File: config.mk
export PLATFORM = sky130hd
export DESIGN_NAME = id_ex_stage_flat
export DESIGN_NICKNAME = d
export VERILOG_FILES = /design/src/rtl/id_ex_stage_pkg.sv /design/src/rtl/id_ex_stage_if.sv /design/src/rtl/id_ex_stage_hazard_detect.sv /design/src/rtl/id_ex_stage.sv /design/src/flat_wrapper.sv
export SDC_FILE = /design/constraint.sdc
export NUM_CORES = 1
export LEC_CHECK = 0
export BUFFER_PORTS_ARGS = -buffer_cell sky130_fd_sc_hd__buf_2
export CAP_MARGIN = 20
export CORE_AREA = 2 2 130 132
export DETAILED_ROUTE_END_ITERATION = 10
export DIE_AREA = 0 0 132 134
export PLACE_DENSITY = 0.84
export SYNTH_ARGS = -nofsm -noshare
export SYNTH_HDL_FRONTEND = slang
export SYNTH_SLANG_ARGS = --single-unit
File: constraint.sdc
create_clock -name clk -period 5.6 [get_ports clk]
set_input_delay 0 -clock clk [delete_from_list [all_inputs] [get_ports clk]]
set_output_delay 0 -clock clk [all_outputs]
set_load 0.03 [all_outputs]
File: src/rtl/id_ex_stage_pkg.sv
// Shared definitions for the ID/EX pipeline stage: instruction type codes,
// bubble constants and operand-usage helpers.
package id_ex_stage_pkg;

  // Instruction type codes; R-type is the all-zero default.
  typedef enum logic [2:0] {
    R_TYPE     = 3'd0,
    IMM_I_TYPE = 3'd1,
    IMM_S_TYPE = 3'd2,
    IMM_B_TYPE = 3'd3,
    IMM_U_TYPE = 3'd4,
    IMM_J_TYPE = 3'd5
  } instr_type_e;

  // Control bits carried through the stage.
  typedef struct packed {
    logic valid;
    logic rd_write;
    logic mem_read;
    logic mem_write;
    logic jump;
  } ctrl_t;

  // Bubble contents: no control, register indices that never match a forward.
  localparam ctrl_t      BUBBLE_CTRL = '0;
  localparam logic [4:0] BUBBLE_REG  = 5'd0;
  localparam logic [2:0] BUBBLE_TYPE = 3'd0;

  // U and J formats carry no rs1 operand.
  function automatic logic type_uses_rs1(input logic [2:0] t);
    return !((t == IMM_U_TYPE) || (t == IMM_J_TYPE));
  endfunction

  // I, U and J formats carry no rs2 operand.
  function automatic logic type_uses_rs2(input logic [2:0] t);
    return !((t == IMM_I_TYPE) || (t == IMM_U_TYPE) || (t == IMM_J_TYPE));
  endfunction

endpackage

File: src/rtl/id_ex_stage_if.sv
// Bus between the decode side, the ID/EX register and the execute side.
interface id_ex_stage_if #(
  parameter int XLEN = 32
);
  logic            id_valid;
  logic [XLEN-1:0] id_pc, id_rs1_data, id_rs2_data, id_imm;
  logic [4:0]      id_rs1, id_rs2, id_rd;
  logic [2:0]      id_instr_type;
  logic            id_rd_write, id_mem_read, id_mem_write, id_jump;
  logic            flush_in, hold_in;

  logic            ex_valid;
  logic [XLEN-1:0] ex_pc, ex_rs1_data, ex_rs2_data, ex_imm;
  logic [4:0]      ex_rs1, ex_rs2, ex_rd;
  logic [2:0]      ex_instr_type;
  logic            ex_rd_write, ex_mem_read, ex_mem_write, ex_jump;
  logic            stall_out;

  // Upstream driver: supplies the decoded instruction and pipeline controls.
  modport master (
    output id_valid, id_pc, id_rs1_data, id_rs2_data, id_imm, id_rs1, id_rs2,
           id_rd, id_instr_type, id_rd_write, id_mem_read, id_mem_write, id_jump,
           flush_in, hold_in,
    input  ex_valid, ex_pc, ex_rs1_data, ex_rs2_data, ex_imm, ex_rs1, ex_rs2,
           ex_rd, ex_instr_type, ex_rd_write, ex_mem_read, ex_mem_write, ex_jump,
           stall_out
  );

  // The stage register itself.
  modport slave (
    input  id_valid, id_pc, id_rs1_data, id_rs2_data, id_imm, id_rs1, id_rs2,
           id_rd, id_instr_type, id_rd_write, id_mem_read, id_mem_write, id_jump,
           flush_in, hold_in,
    output ex_valid, ex_pc, ex_rs1_data, ex_rs2_data, ex_imm, ex_rs1, ex_rs2,
           ex_rd, ex_instr_type, ex_rd_write, ex_mem_read, ex_mem_write, ex_jump,
           stall_out
  );
endinterface

File: src/rtl/id_ex_stage_hazard_detect.sv
// Combinational load-use hazard detection between the EX load and the ID instruction.
module id_ex_stage_hazard_detect
  import id_ex_stage_pkg::*;
(
  input  logic       ex_valid,
  input  logic       ex_mem_read,
  input  logic [4:0] ex_rd,
  input  logic       id_valid,
  input  logic [4:0] id_rs1,
  input  logic [4:0] id_rs2,
  input  logic [2:0] id_instr_type,
  output logic       uses_rs1,
  output logic       uses_rs2,
  output logic       lu
);
  // A load into x0 never creates a dependency.
  always_comb begin
    uses_rs1 = type_uses_rs1(id_instr_type);
    uses_rs2 = type_uses_rs2(id_instr_type);
    lu = ex_valid && ex_mem_read && (ex_rd != 5'd0) && id_valid &&
         ((uses_rs1 && (ex_rd == id_rs1)) || (uses_rs2 && (ex_rd == id_rs2)));
  end
endmodule

File: src/rtl/id_ex_stage.sv
// ID/EX pipeline register with load-use stall, flush bubbles, hold and
// saturating bubble counters.
module id_ex_stage
  import id_ex_stage_pkg::*;
#(
  parameter int XLEN  = 32,
  parameter int CNT_W = 16
) (
  input  logic             clk,
  input  logic             rst,
  id_ex_stage_if.slave     bus,
  output logic [CNT_W-1:0] load_use_cnt,
  output logic [CNT_W-1:0] flush_cnt
);
  localparam logic [CNT_W-1:0] CNT_ONE = {{(CNT_W-1){1'b0}}, 1'b1};

  ctrl_t            ctrl_q, ctrl_d;
  logic [XLEN-1:0]  pc_q, pc_d, rs1_data_q, rs1_data_d, rs2_data_q, rs2_data_d, imm_q, imm_d;
  logic [4:0]       rs1_q, rs1_d, rs2_q, rs2_d, rd_q, rd_d;
  logic [2:0]       type_q, type_d;
  logic [CNT_W-1:0] lu_cnt_q, lu_cnt_d, fl_cnt_q, fl_cnt_d;
  logic             lu, uses_rs1, uses_rs2;

  id_ex_stage_hazard_detect u_hazard (
    .ex_valid      (ctrl_q.valid),
    .ex_mem_read   (ctrl_q.mem_read),
    .ex_rd         (rd_q),
    .id_valid      (bus.id_valid),
    .id_rs1        (bus.id_rs1),
    .id_rs2        (bus.id_rs2),
    .id_instr_type (bus.id_instr_type),
    .uses_rs1      (uses_rs1),
    .uses_rs2      (uses_rs2),
    .lu            (lu)
  );

  // A flush or hold overrides the stall: the ID instruction is discarded or frozen anyway.
  assign bus.stall_out = lu && !bus.flush_in && !bus.hold_in;

  // Next-state selection: hold > flush bubble > load-use bubble > pass-through.
  always_comb begin
    ctrl_d = ctrl_q;  pc_d = pc_q;  rs1_data_d = rs1_data_q;  rs2_data_d = rs2_data_q;
    imm_d = imm_q;    rs1_d = rs1_q; rs2_d = rs2_q;  rd_d = rd_q;  type_d = type_q;
    lu_cnt_d = lu_cnt_q;
    fl_cnt_d = fl_cnt_q;
    if (!bus.hold_in) begin
      if (bus.flush_in || lu) begin
        ctrl_d = BUBBLE_CTRL; pc_d = '0; rs1_data_d = '0; rs2_data_d = '0; imm_d = '0;
        rs1_d = BUBBLE_REG;   rs2_d = BUBBLE_REG; rd_d = BUBBLE_REG; type_d = BUBBLE_TYPE;
        if (bus.flush_in) begin
          if (!(&fl_cnt_q)) fl_cnt_d = fl_cnt_q + CNT_ONE;
        end else begin
          if (!(&lu_cnt_q)) lu_cnt_d = lu_cnt_q + CNT_ONE;
        end
      end else begin
        pc_d = bus.id_pc;  rs1_data_d = bus.id_rs1_data;  rs2_data_d = bus.id_rs2_data;
        imm_d = bus.id_imm; rs1_d = bus.id_rs1; rs2_d = bus.id_rs2; rd_d = bus.id_rd;
        type_d = bus.id_instr_type;
        // An empty ID slot must never leak control into EX.
        ctrl_d.valid     = bus.id_valid;
        ctrl_d.rd_write  = bus.id_valid && bus.id_rd_write;
        ctrl_d.mem_read  = bus.id_valid && bus.id_mem_read;
        ctrl_d.mem_write = bus.id_valid && bus.id_mem_write;
        ctrl_d.jump      = bus.id_valid && bus.id_jump;
      end
    end
  end

  // Stage and counter registers, cleared immediately on reset.
  always_ff @(posedge clk or posedge rst) begin
    if (rst) begin
      ctrl_q <= BUBBLE_CTRL; pc_q <= '0; rs1_data_q <= '0; rs2_data_q <= '0; imm_q <= '0;
      rs1_q <= '0; rs2_q <= '0; rd_q <= '0; type_q <= BUBBLE_TYPE;
      lu_cnt_q <= '0; fl_cnt_q <= '0;
    end else begin
      ctrl_q <= ctrl_d; pc_q <= pc_d; rs1_data_q <= rs1_data_d; rs2_data_q <= rs2_data_d;
      imm_q <= imm_d; rs1_q <= rs1_d; rs2_q <= rs2_d; rd_q <= rd_d; type_q <= type_d;
      lu_cnt_q <= lu_cnt_d; fl_cnt_q <= fl_cnt_d;
    end
  end

  assign bus.ex_valid      = ctrl_q.valid;
  assign bus.ex_rd_write   = ctrl_q.rd_write;
  assign bus.ex_mem_read   = ctrl_q.mem_read;
  assign bus.ex_mem_write  = ctrl_q.mem_write;
  assign bus.ex_jump       = ctrl_q.jump;
  assign bus.ex_pc         = pc_q;
  assign bus.ex_rs1_data   = rs1_data_q;
  assign bus.ex_rs2_data   = rs2_data_q;
  assign bus.ex_imm        = imm_q;
  assign bus.ex_rs1        = rs1_q;
  assign bus.ex_rs2        = rs2_q;
  assign bus.ex_rd         = rd_q;
  assign bus.ex_instr_type = type_q;
  assign load_use_cnt      = lu_cnt_q;
  assign flush_cnt         = fl_cnt_q;
endmodule

File: src/flat_wrapper.sv
// flat-port wrapper written by rule: the top's interface ports become plain ports
module id_ex_stage_flat import id_ex_stage_pkg::*;
#(
  parameter int XLEN  = 32,
  parameter int CNT_W = 16
)
  (clk, rst, load_use_cnt, flush_cnt, bus_id_valid, bus_id_pc, bus_id_rs1_data, bus_id_rs2_data, bus_id_imm, bus_id_rs1, bus_id_rs2, bus_id_rd, bus_id_instr_type, bus_id_rd_write, bus_id_mem_read, bus_id_mem_write, bus_id_jump, bus_flush_in, bus_hold_in, bus_ex_valid, bus_ex_pc, bus_ex_rs1_data, bus_ex_rs2_data, bus_ex_imm, bus_ex_rs1, bus_ex_rs2, bus_ex_rd, bus_ex_instr_type, bus_ex_rd_write, bus_ex_mem_read, bus_ex_mem_write, bus_ex_jump, bus_stall_out);
  id_ex_stage_if #(.XLEN(XLEN)) bus_i ();
  input  logic clk;
  input  logic rst;
  output logic [CNT_W-1:0] load_use_cnt;
  output logic [CNT_W-1:0] flush_cnt;
  input wire logic [$bits(bus_i.id_valid)-1:0] bus_id_valid;
  input wire logic [$bits(bus_i.id_pc)-1:0] bus_id_pc;
  input wire logic [$bits(bus_i.id_rs1_data)-1:0] bus_id_rs1_data;
  input wire logic [$bits(bus_i.id_rs2_data)-1:0] bus_id_rs2_data;
  input wire logic [$bits(bus_i.id_imm)-1:0] bus_id_imm;
  input wire logic [$bits(bus_i.id_rs1)-1:0] bus_id_rs1;
  input wire logic [$bits(bus_i.id_rs2)-1:0] bus_id_rs2;
  input wire logic [$bits(bus_i.id_rd)-1:0] bus_id_rd;
  input wire logic [$bits(bus_i.id_instr_type)-1:0] bus_id_instr_type;
  input wire logic [$bits(bus_i.id_rd_write)-1:0] bus_id_rd_write;
  input wire logic [$bits(bus_i.id_mem_read)-1:0] bus_id_mem_read;
  input wire logic [$bits(bus_i.id_mem_write)-1:0] bus_id_mem_write;
  input wire logic [$bits(bus_i.id_jump)-1:0] bus_id_jump;
  input wire logic [$bits(bus_i.flush_in)-1:0] bus_flush_in;
  input wire logic [$bits(bus_i.hold_in)-1:0] bus_hold_in;
  output wire logic [$bits(bus_i.ex_valid)-1:0] bus_ex_valid;
  output wire logic [$bits(bus_i.ex_pc)-1:0] bus_ex_pc;
  output wire logic [$bits(bus_i.ex_rs1_data)-1:0] bus_ex_rs1_data;
  output wire logic [$bits(bus_i.ex_rs2_data)-1:0] bus_ex_rs2_data;
  output wire logic [$bits(bus_i.ex_imm)-1:0] bus_ex_imm;
  output wire logic [$bits(bus_i.ex_rs1)-1:0] bus_ex_rs1;
  output wire logic [$bits(bus_i.ex_rs2)-1:0] bus_ex_rs2;
  output wire logic [$bits(bus_i.ex_rd)-1:0] bus_ex_rd;
  output wire logic [$bits(bus_i.ex_instr_type)-1:0] bus_ex_instr_type;
  output wire logic [$bits(bus_i.ex_rd_write)-1:0] bus_ex_rd_write;
  output wire logic [$bits(bus_i.ex_mem_read)-1:0] bus_ex_mem_read;
  output wire logic [$bits(bus_i.ex_mem_write)-1:0] bus_ex_mem_write;
  output wire logic [$bits(bus_i.ex_jump)-1:0] bus_ex_jump;
  output wire logic [$bits(bus_i.stall_out)-1:0] bus_stall_out;
  assign bus_i.id_valid = bus_id_valid;
  assign bus_i.id_pc = bus_id_pc;
  assign bus_i.id_rs1_data = bus_id_rs1_data;
  assign bus_i.id_rs2_data = bus_id_rs2_data;
  assign bus_i.id_imm = bus_id_imm;
  assign bus_i.id_rs1 = bus_id_rs1;
  assign bus_i.id_rs2 = bus_id_rs2;
  assign bus_i.id_rd = bus_id_rd;
  assign bus_i.id_instr_type = bus_id_instr_type;
  assign bus_i.id_rd_write = bus_id_rd_write;
  assign bus_i.id_mem_read = bus_id_mem_read;
  assign bus_i.id_mem_write = bus_id_mem_write;
  assign bus_i.id_jump = bus_id_jump;
  assign bus_i.flush_in = bus_flush_in;
  assign bus_i.hold_in = bus_hold_in;
  assign bus_ex_valid = bus_i.ex_valid;
  assign bus_ex_pc = bus_i.ex_pc;
  assign bus_ex_rs1_data = bus_i.ex_rs1_data;
  assign bus_ex_rs2_data = bus_i.ex_rs2_data;
  assign bus_ex_imm = bus_i.ex_imm;
  assign bus_ex_rs1 = bus_i.ex_rs1;
  assign bus_ex_rs2 = bus_i.ex_rs2;
  assign bus_ex_rd = bus_i.ex_rd;
  assign bus_ex_instr_type = bus_i.ex_instr_type;
  assign bus_ex_rd_write = bus_i.ex_rd_write;
  assign bus_ex_mem_read = bus_i.ex_mem_read;
  assign bus_ex_mem_write = bus_i.ex_mem_write;
  assign bus_ex_jump = bus_i.ex_jump;
  assign bus_stall_out = bus_i.stall_out;
  id_ex_stage #(.XLEN(XLEN), .CNT_W(CNT_W)) u_core (.clk(clk), .rst(rst), .bus(bus_i), .load_use_cnt(load_use_cnt), .flush_cnt(flush_cnt));
endmodule
* After elaboration in Yosys (flattened, before gate mapping)
Cells that the tools add are included.
Cells by class: $add $sub $neg 2, eq/ne operators 5, mux-type cells 9, bitwise operators 4, reductions and logical operators 26
Operators with widths (count):
- $mux 32 | 4
- $add 16x1->16 const B | 2
- $reduce_and 16->1 | 2
- $mux 5 | 4
- $logic_and 1x1->1 | 12
- $eq 5x5->1 | 2
- $reduce_and 4->1 | 2
- $eq 3x3->1 const B | 2
- $logic_or 1x1->1 | 5
- $reduce_bool 5->1 | 1
- $logic_not 1->1 | 4
- $not 1->1 | 4
- $eq 3x1->1 const B | 1
- $mux 3 | 1
Storage, ports and cells: flip-flop bits (word level) 183, bits of input ports 155, output and inout bits 184, logic and storage cells 61

* Depth between registers and ports, before layout
Gate-level depths: netlist (run 1).
word-level depth 9, gate-level depth with buffers 7, mapped depth without buffers 6

* Modules after synthesis
A second synthesis (run 1) with hierarchy kept.
Unflattened totals: cells, all modules 506, area total of the unflattened synthesis 6960.4 µm²
By module, submodules not included:
- id_ex_stage | times used 1, cells an instance 487, area an instance 6815.3 µm², sequential area each 4579.4 µm²
- id_ex_stage_hazard_detect | times used 1, cells an instance 19, area an instance 145.1 µm², sequential area each 0.0 µm²

* Worst setup path before layout (run 1)
Ideal clock, no wire load.
path type register -> register, start register u_core.lu_cnt_q[0], in the netlist u_core.load_use_cnt[0], end register u_core.lu_cnt_q[1], in the netlist u_core.load_use_cnt[1], setup time 125 ps, arrival time 2146 ps, required time 5475 ps, slack 3329 ps, cell stages (with the launch flop) 8, buffers on the path 1, period minus slack after synthesis 2271 ps, path through dfrtp_1 > ha_1 > and4_1 > clkbuf_1 > and2_1 > a21oi_1 > nand2_1 > mux2_2
On the way: longest elaborated chain between the ends 3, elaborated cells between the ends (all ways) 4, classes of those cells add/sub (1); bitwise (1); reduce/logical (2)
RTL lines:
- from (decl) | line id_ex_stage.sv:21 | logic [CNT_W-1:0] lu_cnt_q, lu_cnt_d, fl_cnt_q, fl_cnt_d;
- from (signal assigned) | line id_ex_stage.sv:78 | lu_cnt_q <= lu_cnt_d; fl_cnt_q <= fl_cnt_d;
- branches (longest 3 deep; another with $add 16x1->16)
Parallel ways; which one is timed is not known. A chain may end at the register's enable or synchronous reset.

* Worst setup path in the final report (run 1)
start register u_core.rd_q[1], in the netlist u_core.bus.ex_rd[1], end register u_core.ctrl_q, in the netlist u_core.bus.ex_mem_write
On the way: longest elaborated chain between the ends 6, elaborated cells between the ends (all ways) 11, classes of those cells eq/ne (2); mux (1); reduce/logical (8)
RTL lines:
- from (decl) | line id_ex_stage.sv:19 | logic [4:0] rs1_q, rs1_d, rs2_q, rs2_d, rd_q, rd_d;
- from (signal assigned) | line id_ex_stage.sv:77 | imm_q <= imm_d; rs1_q <= rs1_d; rs2_q <= rs2_d; rd_q <= rd_d; type_q <= type_d;
- $eq 5x5->1 / $reduce_bool 5->1 (equally long branches) | line id_ex_stage_hazard_detect.sv:21, id_ex_stage_hazard_detect.sv:20
- $logic_and 1x1->1 (on tied branches) | line id_ex_stage_hazard_detect.sv:21, id_ex_stage_hazard_detect.sv:20
- $logic_or 1x1->1 / $logic_and 1x1->1 (equally long branches) | line id_ex_stage_hazard_detect.sv:21, id_ex_stage_hazard_detect.sv:20
- $logic_and 1x1->1 * | line id_ex_stage_hazard_detect.sv:20 | lu = ex_valid && ex_mem_read && (ex_rd != 5'd0) && id_valid &&
- $logic_or 1x1->1 * | line id_ex_stage.sv:47 | if (bus.flush_in || lu) begin
- $mux 5 * | line id_ex_stage.sv:47
- to (signal assigned) | line id_ex_stage.sv:76 | ctrl_q <= ctrl_d; pc_q <= pc_d; rs1_data_q <= rs1_data_d; rs2_data_q <= rs2_data_d;
- to (decl) | line id_ex_stage.sv:17 | ctrl_t ctrl_q, ctrl_d;
Every way passes the cells marked *; elsewhere a longest branch is shown, timed or not.

==> summary.md, run 1 <==
The worst-case IR drop observed on VDD is 0.000195 V. The clock slew at the register clock pins of the worst setup and hold paths works out to 0.07 ns. Data on the critical path is required at its endpoint by 5.96 ns.

Across the routed clock network, the largest skew measured is 0.0133 ns. The first global-routing pass estimated 35,500 µm of wire. For the worst setup path, the data arrival time is 3.38 ns. Of all nets on the critical path, the largest fanout is 150.

The leftover overflow at the end of global routing came out at 0. The first TritonRoute pass finished after 5 iterations. Setup repair after global routing left no endpoint under its margin.

The register-to-register setup slack was 2.58 ns; the final-stage net count was 1,146. The share of post-route cells with drive strength above 1 is 0.377, and the total of flip-flops plus latches after synthesis is 183. Leading register cell type out of synthesis: dfrtp_1.

Gate count of the mapped netlist: 507. The total negative setup slack is 0 ns. Final period utilization: 0.539. Filler cell count in the final layout: 1,087. Based on the critical path, the design can be clocked at up to 0.331 GHz.

Entering global routing, the biggest net connects 151 pins. In this run the remaining antenna-violating nets after routing total 0. In the synthesized netlist, the cells that appear most often are dfrtp_1 (183), a22o_1 (147), xnor2_1 (35). Once routing completed, OpenROAD measured the worst setup slack at 2.58 ns. The run finished with clean final reports. The total via count in the routed design is 6,566, and the average wire per cell in the routed design is 18.7 µm.

Across the run, the number of max-cap violations was 0. For this block, the routed nets add up to 22,800 µm of wire. Using the TritonRoute via totals, the vias-per-cell ratio works out to 5.38.

TritonCTS sink count: 183. In this run, synthesis inferred 0 flip-flops with an integrated enable. The part of the Yosys area used for sequential elements was 0.656; the HPWL after detailed placement was 13,000 µm. The cell with the most instances after synthesis was dfrtp_1.

The worst max-slew margin expressed relative to the limit was 0.337; the shortest clock period the worst path allows after layout was 3.02 ns. The area growth from synthesis to final layout was 58.0%. The aggregate global-route resource usage was 0.254. The overall power after layout came out at 3.44 mW. The finished cells cover 11,000 µm². The critical path launch point type was a flip-flop.

The clock passes through at most 2 buffers. 0 antenna diodes ended up in the layout. After synthesis, the netlist uses 34 different library cells. For the worst setup timing slack at the placement stage, the log shows 3.19 ns. The post-cts resize count was 0.

TritonCTS built the clock tree. The fraction of synthesized cell area taken by the top area cell type is 0.656, and the final-report hold violation count is 0. The logs give 47 for the number of cell rows and 664 for the net count of the mapped netlist. For this design the ratio of total power to cell area is 312 nW/µm².

The iteration-0 DRC count of the detailed router is 497, and the initial antenna violation count is 0. Number of non-filler instances in the completed layout: 1,220. The tools report the utilization after layout as 0.677. Final count of negative-setup-slack endpoints: 0. The final hold slack is 0.0540 ns, and the clock insertion delay at the later pin of the skew report is 0.42 ns. In this run the tool buffered the top-level ports with 338 buffer cells. After floorplanning, the core was sized to cover 16,300 µm². STA classifies the critical path endpoint as a flip-flop. Final number of max-transition violations: 0. CTS placed an instance of clkbuf_16 at the clock tree root. For this run, the number of Yosys warnings is 0. Critical setup path kind: flip-flop to flip-flop. After synthesis, the cell types taking the most area are dfrtp_1 (66%), a22o_1 (18%), xnor2_1 (4.4%), nand4_1 (1.3%), nand3_1 (1.2%).

Class of the tightest hold or removal check: input pin to flip-flop. The floorplan step set the die height to 134 µm. The DRC violation count after routing was 0; the I/O pin total was 339. The H-tree was split into 4 levels. Share of async-settable or async-resettable flops after synthesis: 1.00. Mean cell area of the mapped netlist: 13.8 µm². The run gives 1,034 as the number of placed cells counting well taps.

Most area-hungry cell type in the Yosys netlist: dfrtp_1. The die covers 17,700 µm². For the total CTS buffers, the log shows 17. The via count of the first global-routing pass was 6,884.

At the end of routability-driven placement, the weighted congestion stood at 0.812. The post-synthesis instance area was 6980 µm²; the static power due to leakage was 5.74 nW. The effective utilization at floorplan came out at 0.428. At the pin with the least slew margin, the transition time is 0.995 ns. The die width is 132 µm, and the post-detailed-placement cell area is 8860 µm².
registers in the layout (all words and copies together), names as in the netlist:
register	cells
u_core.bus.ex_valid	1
u_core.bus.ex_rs1_data	32
u_core.bus.ex_rs1	5
u_core.bus.ex_instr_type	3
u_core.bus.ex_rs2	5
u_core.bus.ex_jump	1
u_core.bus.ex_rd	5
u_core.flush_cnt	16
u_core.bus.ex_pc	32
u_core.bus.ex_imm	32
u_core.bus.ex_mem_write	1
u_core.bus.ex_rd_write	1
u_core.bus.ex_mem_read	1
u_core.bus.ex_rs2_data	32
u_core.load_use_cnt	16
critical path, stage by stage, from the launching register on:
cell,delay (ns)
dfrtp_1,0.44
or4_1,0.60
nor2_1,0.13
nor2_1,0.08
a211oi_4,0.29
buf_12,0.52
a32o_1,0.27
dlygate4sd3_1,0.55
cells in the final DEF (no fill, tap or decap), drive strengths merged, types with 4 or more instances in the layout:
cell type,netlist,routed
a21oi,5,5
a22o,147,147
a32o,4,4
and3,7,7
and4,6,6
buf,14,343
clkbuf,22,18
dfrtp,183,183
dlygate4sd3,0,156
inv,2,7
nand2,14,14
nand3,17,17
nand4,14,14
nor2,9,9
xnor2,35,35
where the power goes:
| group | internal (mW) | switching, mW |
|---|---|---|
| logic | 0.274 | 0.416 |
| clock network | 0.720 | 0.523 |
| registers | 1.42 | 0.0858 |
| total | 2.42 | 1.02 |
layout make-up:
| type | count | area [µm²] | share of cell area |
|---|---|---|---|
| Clock buffer | 18 | 439 | 0.0398 |
| Clock inverter | 12 | 166 | 0.0151 |
| Inverter | 2 | 12.5 | 0.00114 |
| Multi-Input combinational cell | 286 | 2240 | 0.204 |
| Sequential cell | 183 | 4580 | 0.415 |
| Tap cell | 220 | 275 | 0.0250 |
| Timing Repair Buffer | 499 | 3310 | 0.300 |
logic make-up (layout without fill, tap and decap cells):
logic type,Yosys count,in the layout,share of synthesized area
xor gates and xnor gates,36,36,0.0452
DFF,183,183,0.656
and+or+nand+nor,79,79,0.0624
adders and majority gates,2,2,0.00359
buffers and inverters,38,531,0.0230
muxes,2,2,0.00323
AOI/OAI and AO/OA,167,167,0.206
worst paths after layout:
path                                           end                 start  cells past startpoint
min reg2reg                   u_core.flush_cnt[14]  u_core.flush_cnt[14]                      1
min                           u_core.bus.ex_pc[26]          bus_flush_in                      3
max                        u_core.bus.ex_mem_write   u_core.bus.ex_rd[1]                      7
max reg2reg                u_core.bus.ex_mem_write   u_core.bus.ex_rd[1]                      7
max in group asynchronous     u_core.bus.ex_pc[13]                   rst                      4
min in group asynchronous    u_core.bus.ex_imm[14]                   rst                      3
layer usage:
metal	routed length (µm)	part of all wire	global-route usage	up-vias
li1	-	-	-	2886
met5	0	0	0	-
met2	11400	0.50	0.440	372
met3	1970	0.086	0.0809	55
met1	8770	0.38	0.295	3253
met4	683	0.030	0.101	0
timing repair:
action / CTS / global route
hold endpoints to repair: 206 / 0
setup buffers: 0 / 0
hold buffers: 156 / 0
Note: power is estimated with default switching activity, not from simulation.
==> run 2: changes to the inputs <==
ABC_AREA = 1   (was not set)
CORE_AREA = 2 2 148 121   (was 2 2 130 132)
DIE_AREA = 0 0 150 123   (was 0 0 132 134)
PLACE_DENSITY = 0.88   (was 0.84)
clock period = 3.1 ns   (was 5.6 ns; I/O delays follow)
==> run 2 against run 1 <==
Register-to-register slack worse by 2.3 ns. Flip-flop and latch count unchanged. Count of clock-buffer cells in the layout unchanged. Critical path depth up 5.
==> summary.md, run 2 <==
The routed length on met1 came out at 10,600 µm. In the synthesized netlist, the cells that appear most often are nand2_1 (393), dfrtp_1 (183), nand3_1 (155). Iteration-0 DRC count of the detailed router: 891. The tree is rooted in a clkbuf_16. Yosys attributes the largest share of cell area to dfrtp_1 (57%), nand2_1 (18%), nand3_1 (9.7%), xor2_1 (1.8%), inv_1 (1.7%).

The post-synthesis xor/xnor area fraction was 0.0274. The fraction of synthesized cell area taken by the top area cell type was 0.572. The type of element capturing the critical path was a flip-flop. The top cell types in the final layout, fill and taps aside, are nand2_1 (392), buf_2 (337), dfrtp_1 (183), dlygate4sd3_1 (156), nand3_1 (155). The leftover overflow at the end of global routing is 0. Yosys printed 0 warnings.

The total area inside the core boundary comes to 17,000 µm². The routed design uses 2760 µm of met3 wire. The via count of the first global-routing pass was 8,826.

The cell area that synthesis handed to floorplanning was 8010 µm². Prior to clock tree synthesis, the placed netlist has a worst setup slack of 0.824 ns. The tools report the start point of the critical path as u_core.bus.ex_rd[2]. For the final weighted congestion in routability-driven placement, the log shows 0.871.

The tools report the final-stage net count as 1,575. Setup repair after global routing left no endpoint under its margin. Once detailed placement completed, the half-perimeter wirelength came to 16,600 µm. Synthesized-area fraction occupied by and/or/nand/nor cells: 0.328.

Of all cell types, the one taking the most synthesized area is dfrtp_1. For the final-report hold violation count, the log shows 0. The worst hold path begins at bus_flush_in.

The final layout contains routed wiring with a total length of 28,800 µm. The post-synthesis mux area share was 0. Before antenna repair, the detailed router went through 6 iterations. Share of post-route cells with drive strength above 1: 0.277. In this run the worst hold path is classified as input pin to flip-flop. The area growth from synthesis to final layout was 49.8%; the post-route clock skew was 0.0137 ns.

The final count of negative-setup-slack endpoints came out at 0. Synthesis instantiated 24 different standard cells from the library. The TritonCTS sink count is 183, and the average wire per cell in the routed design is 17.4 µm. Leaving out fill and tap cells, the most frequent cell in the layout is nand2_1.

The worst max-slew margin expressed relative to the limit is 0.432. Across all layers, the routed design uses 8,867 vias. After clock tree synthesis, the clock-pin slew on the worst setup and hold paths is 0.07 ns.

Leading register cell type out of synthesis: dfrtp_1. The number of nets in the synthesized netlist is 1,106. Synthesis inferred 183 register bits. The post-detailed-placement cell area was 9830 µm².

The part of the Yosys area used for sequential elements is 0.572. For the initial antenna violation count, the log shows 1. Pin slew with the least headroom to its limit: 0.852 ns. The run gives 6.78 nW as the static power due to leakage.

The floorplan has 43 rows. The tools report the total negative setup slack as 0 ns. The pin count of the biggest net entering global routing came out at 96. CTS built an H-tree with a depth of 4. The final hold slack came out at 0.115 ns. The number of buffers added on ports came out at 338. Clock tree buffer depth: 2. The first-pass GRT wire length is 43,900 µm.

Yosys mapped a number of flops with a built-in enable equal to 0. The logs give 949 for the gate count of the mapped netlist and 0.471 for the effective utilization at floorplan. The flow ran to the end, and the final reports show no timing, DRC or antenna violations.

Die width: 150 µm. Yosys instantiated no cell more often than nand2_1. The utilization after layout is 0.705, and the post-synthesis share of cell area spent on full adders, half adders and majority gates is 0.00313. The critical path launch point type was a flip-flop. VDD sags by at most 0.000377 V. After layout, the worst setup slack is 0.290 ns.

Each instance of the synthesized netlist takes up on average 8.44 µm². For the total CTS buffers, the log shows 17. The critical path is of the flip-flop to flip-flop type. The tools report the final number of max-transition violations as 0. The count of nets left with antenna violations once routing finished came out at 0.

The tools report the required time reported for the critical path endpoint as 3.46 ns. The die area was 18,500 µm²; the clock insertion delay at the later pin of the skew report was 0.43 ns. In the routed layout, each cell is associated on average with a via count of 5.35. Aggregate global-route resource usage: 0.304. The highest metal layer used by the detailed router is met4.

The routed design uses 14,400 µm of met2 wire. In this run the critical register-to-register path is launched from u_core.bus.ex_rd[2]. By area, the combinational part of the netlist is dominated by simple AND/OR/NAND/NOR gates. TritonCTS built the clock tree.

Power spread over the standard cell area amounts to 519 nW/µm². The share of async-settable or async-resettable flops after synthesis is 1.00, and the die outline height is 123 µm. The number of max-capacitance violations reported was 0; the finished layout cell area was 12,000 µm². Data arrival time of the critical path: 3.17 ns.

The I/O pin total is 339. Fraction of the mapped netlist area in compound gates: 0.0145. Maximum frequency from static timing analysis: 0.356 GHz. In the routed design, unresolved DRC markers number 0. The final period utilization was 0.907; the maximum fanout along the worst path was 43. For the finished layout, the period the worst path requires is 2.81 ns.
-- run 2: power by group --
part	leakage [nW]	switching, mW	internal, mW
combinational	4.08	0.869	0.460
sequential	2.40	0.153	2.58
clock	0.295	0.996	1.17
-- run 2: worst paths after layout --
kind	end	slack [ns]	depth (start not counted)
setup / recovery	u_core.bus.ex_mem_write	0.29	12
hold reg to reg	u_core.bus.ex_pc[30]	0.48	2
setup reg to reg	u_core.bus.ex_mem_write	0.29	12
hold / removal	u_core.bus.ex_rs2[2]	0.11	4
min in group asynchronous	u_core.flush_cnt[15]	0.28	3
max in group asynchronous	u_core.load_use_cnt[1]	1.99	4
-- run 2: critical path, cell delays in order (launching register included) --
cell and delay, ns:
dfrtp_1 0.42, inv_2 0.10, nand2_1 0.08, nand2_1 0.08, nor2_1 0.05, nand3_1 0.09, nand2_1 0.12, nand2_4 0.40
nand2_2 0.29, nor2_1 0.37, nand2_1 0.11, dlygate4sd3_1 0.59, nand2_1 0.06
-- run 2: logic make-up after synthesis --
family | after synthesis
simple gates | 619
flops | 183
buf+inv | 97
xor+xnor | 25
compound gates | 23
fa+ha+maj | 2
-- run 2: area by class of cell --
| type | instances | area (µm²) |
|---|---|---|
| multi-input cells | 669 | 3000 |
| diodes | 1 | 2.50 |
| clock buffers | 18 | 439 |
| flip-flops and latches | 183 | 4580 |
| clock inverters | 14 | 160 |
| inverters | 44 | 169 |
| fillers | 1166 | 5010 |
| repair buffers | 503 | 3360 |
| well taps | 225 | 282 |
-- run 2: layer usage --
layer / global-route usage / vias to the layer above
li1: - / 3966
met1: 0.344 / 4239
met2: 0.526 / 568
met3: 0.0908 / 94
met4: 0.152 / 0
met5: 0 / -
-- run 2: repair_timing --
item | CTS | global route
gates resized for setup | 0 | 1
hold buffers | 156 | 0
buffers inserted | 0 | 0
hold endpoints to repair | 181 | 0
setup endpoints to repair | 0 | 4
-- run 2: per-stage QoR --
stage | power (mW) | cells
after floorplan | 3.46 | 949
after global placement | 3.86 | 1468
after detailed placement | 3.89 | 1468
after CTS | 6.21 | 1656
after global routing | 6.49 | 1657
final | 6.22 | 1657
==> run 3: changes to the inputs <==
CORE_AREA = 2 2 142 116   (was 2 2 148 121)
DIE_AREA = 0 0 144 118   (was 0 0 150 123)
PLACE_DENSITY = 0.94   (was 0.88)
REMOVE_ABC_BUFFERS = 1   (was not set)
clock period = 3.45 ns   (was 3.1 ns; I/O delays follow)
==> run 3 against run 2 <==
First-iteration DRC count rose by 15%. Worst setup slack gained 0.16 ns. Sequential share of layout area up 0.21 points. Count of clock-buffer cells in the layout unchanged. Clock skew is 0.0028 ns higher. Critical path type unchanged. Utilization rose by 6.2 points. Highest routed layer is now met5. Critical path depth unchanged. Global-route usage is 6.4 points higher. Sequential power is 9.5% lower.
==> summary.md, run 3 (synthesis gave the netlist of run 2 again) <==
The flow ran to the end, and the final reports show no timing, DRC or antenna violations. Effective utilization at floorplan: 0.515. STA puts the critical path data required time at 3.81 ns. Setup repair after global routing left no endpoint under its margin. The number of cell rows is 41, and the number of optimization iterations in the first detailed-route pass is 6. The logs give 0 for the final-report hold violation count and 10,500 µm for the routed length on met1. In this run the horizontal extent of the chip is 144 µm. Of all nets on the critical path, the largest fanout is 48. Leaving out filler cells and counting taps, the final layout contains 1,646. After detailed routing, the average wire length per cell comes to 18.9 µm. TritonCTS built the clock tree. Static power due to leakage: 6.75 nW.

Summed over all failing endpoints, the final setup total negative slack is 0 ns. The logs give 0.454 ns for the final worst setup slack and 2 for the clock tree buffer depth. For the aggregate global-route resource usage, the log shows 0.368.

The most repeated library cell on the critical path was nand2_1. The pin count of the biggest net entering global routing is 99, and the final period utilization is 0.868. Die area: 17,000 µm². In this run, CTS created clock tree buffers numbering 17.

After detailed routing, the number of vias per cell comes to 5.61. Timing analysis after detailed placement gives a worst setup slack of 1.11 ns. The smallest clock period supported by the final layout is computed as 3.00 ns. In this run the power density over the cells is 471 nW/µm². The kind of cell adding the most delay to the critical path is simple AND/OR/NAND/NOR gates. The signal on the critical path passes through inv_2 -> nand2_1 -> nand2_1 -> nor2_1 -> nand3_1 -> nand2_1 -> nand2_4 -> nand2_1 -> nor2_1 -> nand2_1 -> dlygate4sd3_1 -> nand2_1. The worst setup path is launched from a flip-flop. Buffers inserted to repair hold after CTS numbered 156. Data arrival time of the critical path: 3.36 ns. After filler insertion, the fill cell instance count of the layout stands at 901. The initial antenna violation count was 5; the number of setup buffers added after CTS was 0. Number of max-capacitance violations reported: 0. The finished cells cover 11,900 µm². The iteration-0 DRC count of the detailed router is 1,021, and the worst max-slew margin expressed relative to the limit is 0.294.

Setup violations remaining at the end of the flow were counted as 0. The final number of max-transition violations is 0, and the number of placed cells counting well taps is 1,455. The slowest library cell on the worst path is dlygate4sd3_1.

The clock slew at the register clock pins of the worst setup and hold paths came out at 0.07 ns. The number of buffers added on ports was 338; the core box area was 15,500 µm². Met2 routed wirelength: 14,500 µm. At the end of routability-driven placement, the weighted congestion stood at 0.973. The maximum frequency from static timing analysis was 0.334 GHz.

Once placement finished, the instance area stood at 9770 µm². In this run the top signal layer used is met5. Critical setup path kind: flip-flop to flip-flop. The post-route clock skew was 0.0165 ns; the final-stage net count was 1,572.

In this run the number of H-tree levels came out at 4. Type of element capturing the critical path: a flip-flop. In this run, post-CTS repair resized a total of 0 instances. Counting both buffers and inverters, the worst setup path holds a total of 2. The most common cell after layout, fill and taps aside was nand2_1.

In the layout the commonest cells are nand2_1 (393), buf_2 (337), dfrtp_1 (183), dlygate4sd3_1 (156), nand3_1 (155). The tree is rooted in a clkbuf_16. Share of post-route cells with drive strength above 1: 0.275. The run gives 0 as the leftover overflow at the end of global routing. In the routed design, unresolved DRC markers number 0. After detailed routing, the met3 layer carries 3650 µm of wire. The logs give 9,191 for the via count of the first global-routing pass and 31,100 µm for the final routed wirelength across all metal layers. In this run the vertical extent of the chip is 118 µm. The first-pass GRT wire length was 48,200 µm; the worst IR drop on VDD was 0.000430 V.

The tools report the total via count in the routed design as 9,238. Class of the tightest hold or removal check: input pin to flip-flop. For the pin with the worst max-slew slack, the measured transition is 1.06 ns. The area growth from synthesis to final layout was 49.0%. The post-detailed-route count of antenna-violating nets came out at 0.

During I/O placement, the number of pins put on the boundary was 339. The tightest hold path in the finished design has a slack of 0.0658 ns. The worst stage delay on the critical path was 0.57 ns. Clock latency on the worst-skew pair, taken at its later pin, is 0.43 ns. For this design, the sink count on the clock tree is 183. The tools report the HPWL after detailed placement as 16,000 µm.
## run 3: where the power goes
part / internal, mW / switching [mW]
registers: 2.31 / 0.152
clock network: 0.991 / 0.958
logic: 0.407 / 0.797
## run 3: through the flow
step	total power, mW	util
3_5_place_dp	3.48	0.629
6_report	5.62	0.767
5_1_grt	5.83	0.767
4_1_cts	5.53	0.767
2_1_floorplan	3.08	-
3_3_place_gp	3.45	0.629
## run 3: area by class of cell
type / count / area, µm² / share of cell area
diodes: 3 / 7.51 / 0.000629
clock buffers: 18 / 439 / 0.0368
clock inverters: 14 / 149 / 0.0125
inverters: 44 / 173 / 0.0145
multi-input cells: 669 / 3000 / 0.251
flip-flops and latches: 183 / 4580 / 0.384
well taps: 215 / 269 / 0.0226
repair buffers: 500 / 3310 / 0.278
## run 3: worst register-to-register path, stage by stage, from the launching register on
cell and delay [ns]:
dfrtp_1 0.43, inv_2 0.10, nand2_1 0.07, nand2_1 0.08, nor2_1 0.05, nand3_1 0.08
nand2_1 0.12, nand2_4 0.45, nand2_1 0.47, nor2_1 0.36, nand2_1 0.10, dlygate4sd3_1 0.57
nand2_1 0.06
## run 3: metal layers
layer / track usage / vias to the layer above
met5: 0 / -
met4: 0.271 / 4
met3: 0.146 / 237
met2: 0.566 / 768
met1: 0.408 / 4264
li1: - / 3965
## run 3: path summary, 6_finish.rpt
check / start / endpoint / slack, ns / cells after the start
min in group asynchronous: rst / u_core.bus.ex_rs2_data[19] / 0.23 / 3
setup / recovery: u_core.bus.ex_rd[4] / u_core.bus.ex_mem_read / 0.45 / 12
setup reg to reg: u_core.bus.ex_rd[4] / u_core.bus.ex_mem_read / 0.45 / 12
max in group asynchronous: rst / u_core.bus.ex_rs2_data[9] / 2.27 / 4
hold / removal: bus_flush_in / u_core.load_use_cnt[7] / 0.07 / 4
hold reg to reg: u_core.bus.ex_pc[21] / u_core.bus.ex_pc[21] / 0.48 / 2
